<file path="src/rtl/mem_arbiter.sv">
// Two-requester RAM arbiter: data normally wins, but an instruction fetch that
// has watched STARVE_MAX consecutive data grants gets the next grant.
module mem_arbiter #(
  parameter int STARVE_MAX = 4
) (
  input  logic        CLK,
  input  logic        nRST,
  input  logic        iREN,
  input  logic [31:0] iaddr,
  output logic        iwait,
  output logic [31:0] iload,
  input  logic        dREN,
  input  logic        dWEN,
  input  logic [31:0] daddr,
  input  logic [31:0] dstore,
  output logic        dwait,
  output logic [31:0] dload,
  output logic        ramREN,
  output logic        ramWEN,
  output logic [31:0] ramaddr,
  output logic [31:0] ramstore,
  input  logic [31:0] ramload,
  input  logic [1:0]  ramstate
);

  localparam int CW = ($clog2(STARVE_MAX + 1) > 3) ? $clog2(STARVE_MAX + 1) : 3;
  localparam logic [CW-1:0] STARVE_LIMIT = CW'(STARVE_MAX);
  localparam logic [1:0] RAM_ACCESS = 2'd2;

  typedef enum logic [1:0] {IDLE, IACC, DACC} state_t;

  state_t        state, next_state;
  logic [CW-1:0] starve_cnt;
  logic          dreq, ram_acc, i_done, d_done;

  assign dreq    = dREN | dWEN;
  assign ram_acc = (ramstate == RAM_ACCESS);
  // A completion needs the owner still requesting; a dropped request just releases the RAM.
  assign i_done  = (state == IACC) && iREN && ram_acc;
  assign d_done  = (state == DACC) && dreq && ram_acc;

  assign iwait = iREN & ~((state == IACC) & ram_acc);
  assign dwait = dreq & ~((state == DACC) & ram_acc);
  assign iload = i_done ? ramload : '0;
  assign dload = d_done ? ramload : '0;

  // NOTE: sequential state uses non-blocking (<=) so every flop samples pre-edge values.
  always_ff @(posedge CLK) begin
    if (!nRST) begin
      state      <= IDLE;
      starve_cnt <= '0;
    end else begin
      state <= next_state;
      if (!iREN || i_done) begin
        starve_cnt <= '0;
      end else if (d_done && starve_cnt < STARVE_LIMIT) begin
        starve_cnt <= starve_cnt + 1'b1;
      end
    end
  end

  // NOTE: every output is given a default first so no path through the case infers a latch.
  always_comb begin
    next_state = state;
    ramREN     = 1'b0;
    ramWEN     = 1'b0;
    ramaddr    = '0;
    ramstore   = '0;
    unique case (state)
      IDLE: begin
        if (dreq && starve_cnt < STARVE_LIMIT) next_state = DACC;
        else if (iREN)                         next_state = IACC;
        else if (dreq)                         next_state = DACC;
      end
      IACC: begin
        ramREN  = 1'b1;
        ramaddr = iaddr;
        if (!iREN || ram_acc) next_state = IDLE;
      end
      DACC: begin
        ramaddr  = daddr;
        ramstore = dstore;
        // A simultaneous read and write is treated as a write only.
        ramWEN   = dWEN;
        ramREN   = dREN & ~dWEN;
        if (!dreq || ram_acc) next_state = IDLE;
      end
      default: next_state = IDLE;
    endcase
  end

endmodule

</file>
<file path="config.mk">
export PLATFORM = sky130hd
export DESIGN_NAME = mem_arbiter
export DESIGN_NICKNAME = d
export VERILOG_FILES = /design/src/rtl/mem_arbiter.sv
export SDC_FILE = /design/constraint.sdc
export NUM_CORES = 1
export LEC_CHECK = 0
export CAP_MARGIN = 40
export CORE_AREA = 2 2 104 106
export CTS_CLUSTER_DIAMETER = 120
export DETAILED_ROUTE_END_ITERATION = 10
export DIE_AREA = 0 0 106 108
export PLACE_DENSITY_LB_ADDON = 0.3
export SYNTH_ARGS = -nofsm -noshare
export SYNTH_HDL_FRONTEND = slang
export SYNTH_SLANG_ARGS = --single-unit
</file>
<file path="constraint.sdc">
create_clock -name CLK -period 2.7 [get_ports CLK]
set_input_delay 0.54 -clock CLK [delete_from_list [all_inputs] [get_ports CLK]]
set_output_delay 0.54 -clock CLK [all_outputs]
set_load 0.05 [all_outputs]
</file>
==> flow_metrics.env, run 1 <==
export IMPL_antenna_found_initial=0
export IMPL_yosysSeqAreaShare=0.0654
export IMPL_worst_slew_pin_slew_ps=374
export IMPL_fin_skew_ps=0.823
export IMPL_drt_wl_total_mm=11.0
export IMPL_firstDrtPassIters=4
export IMPL_ir_drop_v=0.000201
export IMPL_start_util=0.150
export IMPL_diodes=0
export IMPL_die_x_um=106
export IMPL_fmax_mhz=401
export IMPL_critPathKind="in2out"
export IMPL_status="completed"
export IMPL_first_iter_violations=93
export IMPL_hold_path_class="reg2reg"
export IMPL_post_route_min_period_ps=2500
export IMPL_cp_start_kind="input port"
export IMPL_ys_ff_latch=5
export IMPL_avgSynthCellArea_um2=6.66
export IMPL_synth_top_flop_cell="dfxtp_1"
export IMPL_drv_cap=0
export IMPL_clkSinkCount=5
export IMPL_drive_gt1_frac=0.302
export IMPL_clk_pin_slew_ps=40
export IMPL_h_tree_depth=1
export IMPL_synth_cells=230
export IMPL_maxUsedRoutingLayer="met4"
export IMPL_coreArea_mm2=0.0102
export IMPL_synth_nets=371
export IMPL_portBuffers=266
export IMPL_cts_setup_buffers=0
export IMPL_finalNetCount=626
export IMPL_ioPinCount=267
export IMPL_end_kind="primary output"
export IMPL_setup_viol=0
export IMPL_clock_path_buffers=2
export IMPL_mostFrequentLayoutCells="clkdlybuf4s50_1, buf_12, and2_1"
export IMPL_root_buffer="clkbuf_8"
export IMPL_syn_area_mm2=0.00153
export IMPL_worstPathRequired_ps=2160
export IMPL_cts_buffers=3
export IMPL_dp_hpwl_mm=9.32
export IMPL_hold_viol_final=0
export IMPL_leakage_nw=2.29
export IMPL_ys_types=28
export IMPL_p_per_area_mw_per_mm2=290
export IMPL_cts_resized=0
export IMPL_timing_final_crit_share=0.924
export IMPL_slew_headroom=0.750
export IMPL_grt_pass1_vias=2616
export IMPL_min_path_cells=2
export IMPL_drc_errors=0
export IMPL_gp_congestion=0.824
export IMPL_yosys_warnings=0
export IMPL_grt_usage=0.175
export IMPL_die_area_mm2=0.0114
export IMPL_stdcell_count=620
export IMPL_layout_commonest_cell="clkdlybuf4s50_1"
export IMPL_cp_arrival_ps=1960
export IMPL_wl_met1_mm=4.00
export IMPL_worstRegToRegCells=7
export IMPL_antenna_left=0
export IMPL_grt_start_max_net_pins=38
export IMPL_clock_latency_ps=220
export IMPL_cts_hold_buf=0
export IMPL_wl_met2_mm=6.01
export IMPL_dp_cells=616
export IMPL_holdWs_ps=485
export IMPL_grt_pass1_wl_mm=15.8
export IMPL_synth_edf_count=0
export IMPL_async_flop_share=0
export IMPL_rsz0062_at_grt="false"
export IMPL_wl_met3_um=723
export IMPL_tritoncts="built"
export IMPL_avgRoutedWirePerCell_um=17.8
export IMPL_drv_slew=0
export IMPL_routed_via_density=4.26
export IMPL_die_h_um=108
export IMPL_area_growth_pct=271
export IMPL_grt_overflow=0
export IMPL_tns_ps=0
export IMPL_vias=2640
export IMPL_cp_max_fo=37
export IMPL_fp_row_count=37
## registers in the layout (all words and copies together) (netlist names)
register / cells
state: 2
starve_cnt: 3
## cell families (layout without fill, tap and decap cells)
| family | count (synthesis) | after routing | synth area share |
|---|---|---|---|
| buffers and inverters | 26 | 280 | 0.0719 |
| DFF | 5 | 5 | 0.0654 |
| AOI/OAI and AO/OA | 42 | 42 | 0.204 |
| xor gates and xnor gates | 1 | 1 | 0.00572 |
| adders and majority gates | 6 | 6 | 0.0490 |
| muxes | 2 | 2 | 0.0131 |
| and+or+nand+nor | 148 | 148 | 0.591 |
## worst max-delay path: stages
cell             delay (ps)
clkdlybuf4s50_1         480
nor2b_2                 170
buf_4                   330
and3_1                  280
buf_12                  150
## worst paths after layout
check	start	endpoint	slack, ps
min	starve_cnt[1]	starve_cnt[1]	490
min reg2reg	starve_cnt[1]	starve_cnt[1]	490
max	ramstate[1]	dload[19]	200
max reg2reg	state[0]	state[0]	870
## layer usage
layer | GRT usage | vias to the layer above
met2 | 0.341 | 121
li1 | - | 1294
met5 | 0 | -
met4 | 0.0470 | 0
met1 | 0.191 | 1209
met3 | 0.0380 | 16
## per-stage QoR
stage                     setup WS (ps)  cell area (um^2)  total power, mW   util
after floorplan                     314              1530            0.737      -
after global placement              247              5640             1.50  0.552
after detailed placement            227              5640             1.52  0.552
after CTS                           226              5690             1.66  0.556
after global routing                169              5690             1.72  0.556
final                               205              5690             1.65  0.556
## where the power goes
| group | switching, mW | internal (mW) | leakage [nW] |
|---|---|---|---|
| logic | 0.721 | 0.706 | 2.23 |
| clock network | 0.0360 | 0.101 | 0.0228 |
| registers | 0.00410 | 0.0784 | 0.0406 |
| total | 0.761 | 0.886 | 2.29 |
## synth_stat cells, types with 2 or more instances
cell type | number | area, um^2
a21oi_1 | 2 | 10.0
a22oi_1 | 32 | 240
and2_1 | 65 | 407
and3_1 | 33 | 206
buf_2 | 4 | 20.0
clkbuf_1 | 18 | 67.6
dfxtp_1 | 5 | 100
ha_1 | 6 | 75.1
inv_1 | 2 | 7.51
mux2i_1 | 2 | 20.0
nand2_1 | 6 | 22.5
nand3_1 | 3 | 15.0
nor2_1 | 4 | 15.0
nor2b_1 | 32 | 200
o21a_1 | 2 | 15.0
o21ai_0 | 2 | 10.0
## layout make-up
cell class	instances	area, um^2
clock buffer	4	45.0
fill	886	4540
inverter	2	7.51
multi-input combinational	199	1320
sequential	5	100
tap	136	170
timing repair buffer	274	4040
No activity file was read; power rests on OpenSTA's default activity.
==> run 2, diff against run 1 <==
--- a/config.mk
+++ b/config.mk
@@ -6,10 +6,10 @@
 export NUM_CORES = 1
 export LEC_CHECK = 0
 export CAP_MARGIN = 40
-export CORE_AREA = 2 2 104 106
+export CORE_AREA = 3 3 102 104
 export CTS_CLUSTER_DIAMETER = 120
 export DETAILED_ROUTE_END_ITERATION = 10
-export DIE_AREA = 0 0 106 108
+export DIE_AREA = 0 0 105 107
 export PLACE_DENSITY_LB_ADDON = 0.3
 export SYNTH_ARGS = -nofsm -noshare
 export SYNTH_HDL_FRONTEND = slang
==> run 2 against run 1 <==
Against the previous run: largest cell class unchanged; total power grew 0.20%; clock power grew 3%; critical endpoint is now iload[17]; sequential share of layout area is essentially flat; sequential cell count is the same; first-iteration DRC count grew 4.3%; routed wire length grew 1.1%; register-to-register slack gained 70 ps; clock skew grew 1.0 ps; largest power group unchanged; via count is essentially flat; count of clock-buffer cells in the layout is the same.
==> flow_metrics.env, run 2 (synthesized netlist as in run 1, its figures left out) <==
export IMPL_largest_register_ffs=3
export IMPL_wl_met1_mm=3.88
export IMPL_ioPinCount=267
export IMPL_hold_path_class="reg2reg"
export IMPL_start_util=0.159
export IMPL_dp_cells=615
export IMPL_cts_buffers=3
export IMPL_die_h_um=107
export IMPL_die_x_um=105
export IMPL_hold_viol_final=0
export IMPL_drive_gt1_frac=0.305
export IMPL_portBuffers=266
export IMPL_worstRegToRegCells=7
export IMPL_clock_latency_ps=220
export IMPL_antenna_left=0
export IMPL_fp_row_count=36
export IMPL_grt_pass1_vias=2661
export IMPL_startpoint="ramstate[1]"
export IMPL_top_register="starve_cnt"
export IMPL_end_kind="primary output"
export IMPL_drv_cap=0
export IMPL_clkSinkCount=5
export IMPL_ir_drop_v=0.000423
export IMPL_worstPathRequired_ps=2160
export IMPL_critPathKind="in2out"
export IMPL_coreArea_mm2=0.00964
export IMPL_grt_start_max_net_pins=36
export IMPL_drt_wl_total_mm=11.1
export IMPL_firstDrtPassIters=4
export IMPL_dp_hpwl_mm=9.47
export IMPL_wl_met3_um=766
export IMPL_drc_errors=0
export IMPL_r2r_end="state[0]"
export IMPL_vias=2642
export IMPL_stdcell_count=619
export IMPL_mostFrequentLayoutCells="clkdlybuf4s50_1, buf_12, and2_1"
export IMPL_slew_headroom=0.753
export IMPL_n_fill_cell=831
export IMPL_diodes=0
export IMPL_grt_pass1_wl_mm=16.6
export IMPL_antenna_found_initial=0
export IMPL_wl_met2_mm=6.23
export IMPL_area_growth_pct=272
export IMPL_first_iter_violations=97
export IMPL_cp_max_fo=32
export IMPL_fin_skew_ps=1.87
export IMPL_timing_final_crit_share=0.937
export IMPL_drv_slew=0
export IMPL_layout_commonest_cell="clkdlybuf4s50_1"
export IMPL_holdWs_ps=475
export IMPL_tritoncts="built"
export IMPL_h_tree_depth=1
export IMPL_grt_overflow=0
export IMPL_maxUsedRoutingLayer="met4"
export IMPL_rsz0062_at_grt="false"
export IMPL_routed_via_density=4.27
export IMPL_avgRoutedWirePerCell_um=18.0
export IMPL_die_area_mm2=0.0112
export IMPL_fmax_mhz=395
export IMPL_grt_usage=0.186
export IMPL_tns_ps=0
export IMPL_cp_arrival_ps=1990
export IMPL_leakage_nw=2.30
export IMPL_setup_viol=0
export IMPL_cts_setup_buffers=0
export IMPL_largestRegisters="starve_cnt (3), state (2)"
export IMPL_crit_path_end="iload[17]"
export IMPL_cts_resized=0
export IMPL_status="completed"
export IMPL_finalNetCount=628
export IMPL_cts_hold_buf=0
export IMPL_ff2ff_setup_slack_ps=940
export IMPL_p_per_area_mw_per_mm2=290
export IMPL_gp_congestion=0.830
export IMPL_root_buffer="clkbuf_8"
export IMPL_post_route_min_period_ps=2530
export IMPL_cp_start_kind="input port"
export IMPL_worst_slew_pin_slew_ps=370
export IMPL_clk_pin_slew_ps=40
export IMPL_r2r_start="state[0]"
export IMPL_clock_path_buffers=2
## run 2: worst min path at each step
| stage | cells after the start | endpoint | slack, ps | start |
|---|---|---|---|---|
| 2_1_floorplan | 2 | starve_cnt[1] | 440 | starve_cnt[1] |
| 3_3_place_gp | 2 | starve_cnt[1] | 450 | starve_cnt[1] |
| 3_5_place_dp | 2 | starve_cnt[1] | 470 | starve_cnt[1] |
| 4_1_cts | 2 | starve_cnt[1] | 480 | starve_cnt[1] |
| 5_1_grt | 2 | starve_cnt[1] | 500 | starve_cnt[1] |
| 6_report | 2 | starve_cnt[1] | 470 | starve_cnt[1] |
## run 2: per-stage QoR
stage,setup slack (ps),area [um^2],utilization,power (mW)
floorplan,314,1530,-,0.737
global placement,207,5650,0.587,1.50
detailed placement,157,5650,0.587,1.52
CTS,151,5700,0.591,1.67
global route,92.3,5700,0.591,1.72
finish,169,5700,0.591,1.65
## run 2: layout make-up
| cell class | count | area [um^2] | share of cell area |
|---|---|---|---|
| timing repair buffer | 276 | 4060 | 0.712 |
| sequential | 5 | 100 | 0.0176 |
| tap | 133 | 166 | 0.0292 |
| multi-input combinational | 199 | 1320 | 0.232 |
| inverter | 2 | 7.51 | 0.00132 |
| clock buffer | 4 | 45.0 | 0.00790 |
## run 2: power breakdown
group / total [mW] / internal (mW) / switching (mW)
sequential: 0.0824 / 0.0784 / 0.00398
combinational: 1.43 / 0.708 / 0.720
clock: 0.141 / 0.102 / 0.0393
## run 2: per-layer routing
| metal | global-route usage | up-vias |
|---|---|---|
| met3 | 0.0391 | 15 |
| met4 | 0.0506 | 0 |
| li1 | - | 1304 |
| met5 | 0 | - |
| met2 | 0.372 | 117 |
| met1 | 0.195 | 1206 |
## run 2: worst max-delay path, stage by stage
cell and delay (ps):
clkdlybuf4s50_1 490, nor2b_2 190, and3_1 230, buf_12 170, and2_1 200, buf_12 150
==> run 3, diff against run 2 <==
--- a/config.mk
+++ b/config.mk
@@ -10,7 +10,9 @@
 export CTS_CLUSTER_DIAMETER = 120
 export DETAILED_ROUTE_END_ITERATION = 10
 export DIE_AREA = 0 0 105 107
+export GPL_TIMING_DRIVEN = 0
 export PLACE_DENSITY_LB_ADDON = 0.3
+export SLEW_MARGIN = 20
 export SYNTH_ARGS = -nofsm -noshare
 export SYNTH_HDL_FRONTEND = slang
 export SYNTH_SLANG_ARGS = --single-unit
==> run 3 against run 2 <==
Against the previous run: count of clock-buffer cells in the layout unchanged; clock power about the same; combinational power down 24%; core utilization down 16 points; first-iteration DRC count up 16%; sequential power up 0.5%; total power down 21%; hold slack worse by 11 ps; critical path depth down 2; register-to-register slack better by 200 ps; global-route usage down 1.5 points; critical path type unchanged; critical endpoint is now dload[0].
==> flow_metrics.env, run 3 (synthesized netlist as in run 1, its figures left out) <==
export IMPL_status="completed"
export IMPL_finalNetCount=642
export IMPL_seq_power_share=0.064
export IMPL_swShare=0.534
export IMPL_cts_buffers=3
export IMPL_ioPinCount=267
export IMPL_power_switching_uw=693
export IMPL_dp_hpwl_mm=8.81
export IMPL_seqCellArea_um2=100
export IMPL_clock_latency_ps=220
export IMPL_die_area_mm2=0.0112
export IMPL_post_route_min_period_ps=2650
export IMPL_cp_start_kind="input port"
export IMPL_met2_usage=0.324
export IMPL_pre_cts_ws_ps=-656
export IMPL_crit_family="buffers and inverters"
export IMPL_largest_register_ffs=3
export IMPL_pwr_share_clk=0.107
export IMPL_avgRoutedWirePerCell_um=16.2
export IMPL_hold_viol_final=0
export IMPL_cp_max_fo=8
export IMPL_root_buffer="clkbuf_8"
export IMPL_setup_viol=0
export IMPL_cp_depth=4
export IMPL_top_register="starve_cnt"
export IMPL_timing_final_crit_share=0.982
export IMPL_crit_path_top_delay_cell="clkdlybuf4s50_1"
export IMPL_grt_usage=0.172
export IMPL_grt_overflow=0
export IMPL_crit_buf_inv=2
export IMPL_first_iter_violations=113
export IMPL_drv_cap=0
export IMPL_worst_slew_pin_slew_ps=535
export IMPL_p_per_area_mw_per_mm2=315
export IMPL_routed_via_density=4.25
export IMPL_cts_setup_buffers=0
export IMPL_area_growth_pct=169
export IMPL_slowest_delay_ps=580
export IMPL_met3_usage=0.0403
export IMPL_diodes=0
export IMPL_cts_hold_buf=0
export IMPL_antenna_left=0
export IMPL_drc_errors=0
export IMPL_crit_path_end="dload[0]"
export IMPL_start_util=0.159
export IMPL_clkSinkCount=5
export IMPL_fin_skew_ps=3.24
export IMPL_tritoncts="built"
export IMPL_worstPathRequired_ps=2160
export IMPL_clk_pin_slew_ps=30
export IMPL_firstDrtPassIters=4
export IMPL_grt_pass1_wl_mm=15.5
export IMPL_fp_row_count=36
export IMPL_min_path_cells=2
export IMPL_antenna_found_initial=0
export IMPL_internal_power_uw=606
export IMPL_startpoint="dREN"
export IMPL_h_tree_depth=1
export IMPL_leakage_nw=2.01
export IMPL_crit_chain="clkdlybuf4s50_1 -> o21a_2 -> and3_1 -> dlygate4sd2_1"
export IMPL_slew_headroom=0.642
export IMPL_busiest_layer="met2"
export IMPL_die_x_um=105
export IMPL_drt_wl_total_mm=10.2
export IMPL_layout_commonest_cell="clkdlybuf4s50_1"
export IMPL_clock_path_buffers=2
export IMPL_cts_resized=414
export IMPL_worstRegToRegCells=6
export IMPL_largestRegisters="starve_cnt (3), state (2)"
export IMPL_drv_slew=0
export IMPL_die_h_um=107
export IMPL_vias=2693
export IMPL_coreArea_mm2=0.00964
export IMPL_p_comb_frac=0.830
export IMPL_grt_pass1_vias=2665
export IMPL_portBuffers=266
export IMPL_r2r_end="state[0]"
export IMPL_use_met1=0.196
export IMPL_hold_path_class="reg2reg"
export IMPL_n_fill_cell=1028
export IMPL_drive_gt1_frac=0.244
export IMPL_critPathKind="in2out"
export IMPL_multi_input_area_mm2=0.00133
export IMPL_cp_arrival_ps=2110
export IMPL_ir_drop_v=0.000146
export IMPL_ff2ff_setup_slack_ps=1140
export IMPL_gp_congestion=0.838
export IMPL_setup_slack_ps=49.7
export IMPL_r2r_start="state[0]"
export IMPL_p_total_mw=1.30
export IMPL_grt_start_max_net_pins=11
export IMPL_mostFrequentLayoutCells="clkdlybuf4s50_1, and2_1, buf_2"
export IMPL_fmax_mhz=377
export IMPL_end_kind="primary output"
==> run 3: cell count changes in the layout (fill, tap and decap cells not counted), moves of 2 or more <==
cell             before  now
buf_2                 0   49
dlymetal6s2s_1        0    2
clkdlybuf4s15_2       0   24
dlygate4sd2_1         0   33
clkbuf_4              0   20
buf_12              132    0
buf_4                10    0
clkdlybuf4s50_1     134  136
clkbuf_2              0   19
clkbuf_1              1    6
==> run 3: cell type report <==
class	count	area share
buffer	24	0.0304
clock buffer	4	0.0109
inverter	2	0.00182
multi-input combinational	199	0.322
sequential	5	0.0243
tap	133	0.0404
timing repair buffer	266	0.570
==> run 3: routing by layer <==
layer,wire (um),vias to the layer above
met5,0,-
met4,174,0
met3,674,16
met2,5460,123
met1,3930,1222
li1,-,1332
==> run 3: power groups by stage <==
stage,combinational [mW],sequential [mW],clock [mW]
finish,1.08,0.0828,0.138
global route,1.14,0.0840,0.149
CTS,1.09,0.0828,0.145
detailed placement,1.14,0.0840,0
global placement,1.13,0.0833,0
floorplan,0.654,0.0826,0
==> run 3: worst min-delay path by stage <==
stage	startpoint	end	slack [ps]
global placement	starve_cnt[1]	starve_cnt[1]	460
detailed placement	starve_cnt[1]	starve_cnt[1]	460
global route	starve_cnt[1]	starve_cnt[1]	500
CTS	starve_cnt[1]	starve_cnt[1]	460
finish	starve_cnt[1]	starve_cnt[1]	460
floorplan	starve_cnt[1]	starve_cnt[1]	440
==> run 3: through the flow <==
step                cells  hold WS [ps]  utilization  instance area (um^2)  setup TNS (ps)
floorplan             230           440            -                  1530               0
global placement      629           458        0.452                  4360          -39060
detailed placement    629           460        0.452                  4360          -41150
CTS                   633           465        0.435                  4190               0
global route          633           496        0.428                  4120          -0.124
finish                633           464        0.428                  4120               0
==> run 3: tightest hold or removal path, cell delays in order, from the launching register on <==
cell,delay (ps)
dfxtp_1,300
nand2_1,50
a21oi_1,60
